## src/rtl/lm07_poll_ctrl.sv

```systemverilog
// lm07_poll_ctrl: SPI master and read scheduler for the LM07 sensor; optional alarm via LM07_ALARM_EN
module lm07_poll_ctrl #(
  parameter int CLK_DIV     = 2,
  parameter int POLL_PERIOD = 1000,
  parameter int FRAME_BITS  = 16
) (
  input  logic                  SYSCLK,
  input  logic                  RSTN,
  input  logic                  start,
  input  logic                  poll_en,
  output logic                  CS,
  output logic                  SCK,
  input  logic                  SIO,
  output logic [FRAME_BITS-1:0] temp_data,
  output logic                  temp_valid,
  output logic                  busy,
  input  logic [7:0]            hi_limit,
  input  logic                  alarm_clr,
  output logic                  alarm
);
  localparam int DW = CLK_DIV > 1 ? $clog2(CLK_DIV) : 1;
  localparam int BW = FRAME_BITS > 1 ? $clog2(FRAME_BITS) : 1;
  localparam int PW = POLL_PERIOD > 1 ? $clog2(POLL_PERIOD) : 1;
  localparam logic [2:0] IDLE   = 3'd0;
  localparam logic [2:0] SETUP  = 3'd1;
  localparam logic [2:0] SCK_HI = 3'd2;
  localparam logic [2:0] SCK_LO = 3'd3;
  localparam logic [2:0] HOLD   = 3'd4;
  localparam logic [2:0] GAP    = 3'd5;
  logic [2:0]            state;
  logic [DW-1:0]         div;
  logic [BW-1:0]         bits;
  logic [PW-1:0]         pcnt;
  logic                  pending;
  logic [FRAME_BITS-1:0] shift;
  logic                  tick, div_end, leave;
  assign tick    = poll_en && pcnt == PW'(POLL_PERIOD - 1);
  assign div_end = div == DW'(CLK_DIV - 1);
  assign leave   = state == IDLE && (pending || start);
  // free-running poll timer, held at 0 while polling is disabled
  always_ff @(posedge SYSCLK or negedge RSTN)
    if (!RSTN) pcnt <= '0;
    else pcnt <= (!poll_en || tick) ? '0 : pcnt + 1'b1;
  // single request slot; extra requests coalesce until the FSM leaves IDLE
  always_ff @(posedge SYSCLK or negedge RSTN)
    if (!RSTN) pending <= 1'b0;
    else pending <= leave ? 1'b0 : (pending | start | tick);
  // phase timer: every non-idle state lasts CLK_DIV cycles
  always_ff @(posedge SYSCLK or negedge RSTN)
    if (!RSTN) div <= '0;
    else div <= (state == IDLE || div_end) ? '0 : div + 1'b1;
  // frame sequencer: SCK rise edge also samples SIO
  always_ff @(posedge SYSCLK or negedge RSTN)
    if (!RSTN) begin
      state      <= IDLE;
      CS         <= 1'b1;
      SCK        <= 1'b0;
      busy       <= 1'b0;
      bits       <= '0;
      shift      <= '0;
      temp_data  <= '0;
      temp_valid <= 1'b0;
    end else begin
      temp_valid <= 1'b0;
      case (state)
        IDLE:
          if (leave) begin
            state <= SETUP;
            CS    <= 1'b0;
            busy  <= 1'b1;
            bits  <= '0;
          end
        SETUP:
          if (div_end) begin
            state <= SCK_HI;
            SCK   <= 1'b1;
            shift <= {shift[FRAME_BITS-2:0], SIO};
          end
        SCK_HI:
          if (div_end) begin
            state <= SCK_LO;
            SCK   <= 1'b0;
          end
        SCK_LO:
          if (div_end) begin
            bits <= bits + 1'b1;
            if (bits == BW'(FRAME_BITS - 1)) state <= HOLD;
            else begin
              state <= SCK_HI;
              SCK   <= 1'b1;
              shift <= {shift[FRAME_BITS-2:0], SIO};
            end
          end
        HOLD:
          if (div_end) begin
            state      <= GAP;
            CS         <= 1'b1;
            temp_data  <= shift;
            temp_valid <= 1'b1;
          end
        GAP:
          if (div_end) begin
            state <= IDLE;
            busy  <= 1'b0;
          end
        default: state <= IDLE;
      endcase
    end
`ifdef LM07_ALARM_EN
  // sticky over-temperature flag; a new set beats a simultaneous clear
  always_ff @(posedge SYSCLK or negedge RSTN)
    if (!RSTN) alarm <= 1'b0;
    else if (temp_valid && $signed(temp_data[FRAME_BITS-1-:8]) > $signed(hi_limit)) alarm <= 1'b1;
    else if (alarm_clr) alarm <= 1'b0;
`else
  logic unused_alarm_in;
  assign unused_alarm_in = ^{hi_limit, alarm_clr};
  assign alarm = 1'b0;
`endif
endmodule

```

## config.mk

```make
export PLATFORM = sky130hd
export DESIGN_NAME = lm07_poll_ctrl
export DESIGN_NICKNAME = d
export VERILOG_FILES = /design/src/rtl/lm07_poll_ctrl.sv
export SDC_FILE = /design/constraint.sdc
export NUM_CORES = 1
export LEC_CHECK = 0
export BUFFER_PORTS_ARGS = -buffer_cell sky130_fd_sc_hd__buf_2
export CAP_MARGIN = 20
export CORE_MARGIN = 4
export CORE_UTILIZATION = 50
export CTS_BUF_LIST = sky130_fd_sc_hd__clkbuf_8
export DETAILED_ROUTE_END_ITERATION = 8
export PLACE_DENSITY_LB_ADDON = 0.1
export SYNTH_ARGS = -nofsm -noshare
export SYNTH_HDL_FRONTEND = slang
export SYNTH_SLANG_ARGS = --single-unit
export TNS_END_PERCENT = 100
```

## constraint.sdc

```tcl
create_clock -name SYSCLK -period 4.6 [get_ports SYSCLK]
set_clock_uncertainty 0.05 [all_clocks]
set_input_delay 0.69 -clock SYSCLK [delete_from_list [all_inputs] [get_ports SYSCLK]]
set_output_delay 0.69 -clock SYSCLK [all_outputs]
set_load 0.03 [all_outputs]
```

==> results.yml <==
sta:
  clock.fmax_mhz: 485
  finalHoldViolations: 0
  setup_viol: 0
  finalWorstSetupSlack_ns: 2.54
  maxSlewViolCount: 0
  relSlewSlack: 0.518
  period_share: 0.448
  fin_tns_setup_ns: 0
  worstMarginPinSlew_ns: 0.721
  period_needed_ns: 2.06
  grt_setup_unrepaired: "no"
yosys:
  synth_largest_area_cell: "dfrtp_1"
  synth_top_cell_area_share: 0.569
  synthesis.nets: 199
  netlist_instances: 183
  ys_warn_count: 0
  ys.flop_type: "dfrtp_1"
  syn_avg_cell_area_um2: 13.0
  synth-edff-count: 0
  synth-seq-cells: 55
  synth.distinct_cells: 45
  ys_async_sr_fraction: 1.00
  synth.area.top_cells: "dfrtp_1 57%, mux2_2 15%, nor2_1 2.5%, nand3_1 2.1%, buf_6 1.9%"
  syn_area_mm2: 0.00237
  synth_seq_area_share: 0.580
clocking:
  clock_tree.root_cell: "clkbuf_8"
  clock_sinks: 55
  postCtsHoldBufs: 0
  clk_latency_ns: 0.30
  htreeDepth: 2
  cts_tree: "built"
  clk_pin_slew_ns: 0.10
  clk_path_buf_depth: 2
  cts_resized: 0
  cts_buffers: 5
  postCtsSetupBuffers: 0
power:
  power_density_mw_per_mm2: 496
  power.leakage_uw: 0.00126
  swShare: 0.316
  max-vdd-ir-drop_mv: 0.286
  power.internal_uw: 880
  combPwrFrac: 0.247
  clkPwrFrac: 0.201
  netSwitchingPower_uw: 407
  pwr-share-seq: 0.552
worst_setup_path:
  crit_fanout: 16
  path_buf_inv: 0
  critPathTopFamily: "simple AND/OR/NAND/NOR gates"
  start_kind: "register"
  setup.worst_path.class: "reg2reg"
  endpoint_kind: "register"
  cp_slowest_stage_delay_ns: 0.60
  arrival_ns: 2.19
  critPathRequiredTime_ns: 4.73
  crit_chain: "ha_1 -> and4_4 -> nor3_4 -> mux2_2"
  r2r_setup_slack_ns: 2.54
  slowest_stage: "nor3_4"
run:
  drv_cap: 0
cells_and_area:
  layout-drive-gt1-share: 0.364
  syn_to_final_growth_pct: 9.28
  diodes: 0
  num-fill-cells: 384
  fin_nets: 224
  utilization: 0.580
global_route:
  globalRouteMet3Util: 0.0363
  met2_usage: 0.237
  grt_pass1_vias: 1497
  antenna_found_initial: 0
  grtUsageMet1: 0.181
  grt_max_degree: 56
  track_usage: 0.143
  grt_overflow: 0
  grt_pass1_wl_mm: 6.89
  gr-max-usage-layer: "met2"
detailed_routing:
  drt_iter0_drc: 92
  avgRoutedWirePerCell_um: 13.8
  vias_per_cell: 5.61
  drc: 0
  dr.pass1.iters: 4
  num_vias: 1465
  finalWirelength_mm: 3.60
  antenna_left: 0
status:
  outcome: "complete, no violations"
die:
  die_x_um: 76.9
  start_util: 0.530
  core-area_mm2: 0.00447
  die_area_mm2: 0.00591
  dieHeight_um: 76.9
  io_pins: 35
  rows: 24
placement:
  place.gp.congestion: 0.774
  preCtsSetupSlack_ns: 2.52
  dpl.hpwl_mm: 2.53
  io_buffers: 24
hold_path:
  min_path_type: "in2async"
## logic make-up after synthesis
family	Yosys count	share of synthesized area
AND/OR/NAND/NOR	56	0.141
flip-flops	55	0.580
multiplexers	34	0.160
AO/OA/AOI/OAI	19	0.0543
buffers and inverters	11	0.0332
XOR/XNOR	5	0.0184
adder cells (fa/ha/maj)	2	0.0105
other	1	0.00158
## worst register-to-register path, delay by kind of cell (launching register included)
family / cells / cell delay (ns)
flip-flops: 1 / 0.42
AND/OR/NAND/NOR: 2 / 0.82
adder cells (fa/ha/maj): 1 / 0.25
multiplexers: 1 / 0.41
## registers in the layout (all words and copies together) (netlist names)
register and cells:
state 3, pending 1, temp_valid 1, SCK 1, busy 1, bits 4, shift 16, div 1
CS 1, temp_data 16, pcnt 10
## layout make-up
type / instances / area [µm²] / area share
Sequential cell: 55 / 1380 / 0.531
Multi-Input combinational cell: 117 / 917 / 0.354
Timing Repair Buffer: 25 / 128 / 0.0492
Clock buffer: 5 / 68.8 / 0.0265
Tap cell: 52 / 65.1 / 0.0251
Clock inverter: 3 / 22.5 / 0.00868
Inverter: 4 / 15.0 / 0.00579
## synthesized netlist by cell type, types with 2 or more instances
cell type  count
buf_6          4
nor3_1         3
or3_1          2
dfrtp_1       54
inv_1          3
a21oi_1        5
mux2_2        31
and3_1         2
nand2_1        7
xor2_1         4
nor2_1        16
buf_4          2
nand3b_1       3
ha_1           2
o21ai_0        3
nand3_1       10
a31oi_1        3
mux2i_1        2
## routing by layer
metal	wire length [µm]	up-vias
met5	0	-
met4	34	0
met3	148	4
met2	1840	32
met1	1580	722
li1	-	707
## power groups by stage
stage                     Clock [µW]  Combinational [µW]  Sequential [µW]
final                            259                 318              710
after global placement             0                 314              714
after global routing             299                 364              733
after floorplan                    0                 309              681
after detailed placement           0                 326              722
after CTS                        274                 327              711
## cell usage in the layout, fill, tap and decap left out, drive strengths merged, types with 3 or more instances in the layout
cell,synthesis,layout
a21oi,5,5
a31oi,3,3
and3,3,3
buf,6,25
clkbuf,1,5
dfrtp,54,54
inv,4,5
mux2,32,32
nand2,8,8
nand3,10,10
nand3b,3,3
nor2,17,17
nor3,4,4
o21ai,4,4
xor2,4,4
## through the flow
step                      total power [µW]  area [µm²]  cells  hold WS [ns]
after floorplan                        990        2370    183         0.344
after global placement                1030        2500    253         0.435
after detailed placement              1050        2500    253         0.441
after CTS                             1310        2590    261         0.464
after global routing                  1400        2590    261         0.476
final                                 1290        2590    261         0.429
## final timing paths
path / startpoint / to / depth (start not counted)
setup / recovery: bits[0] / shift[6] / 4
hold / removal: RSTN / bits[3] / 2
setup reg to reg: bits[0] / shift[6] / 4
hold reg to reg: temp_data[1] / temp_data[1] / 1
max in group asynchronous: RSTN / shift[6] / 2
min in group SYSCLK: temp_data[1] / temp_data[1] / 1
No activity file was read; power rests on OpenSTA's default activity.
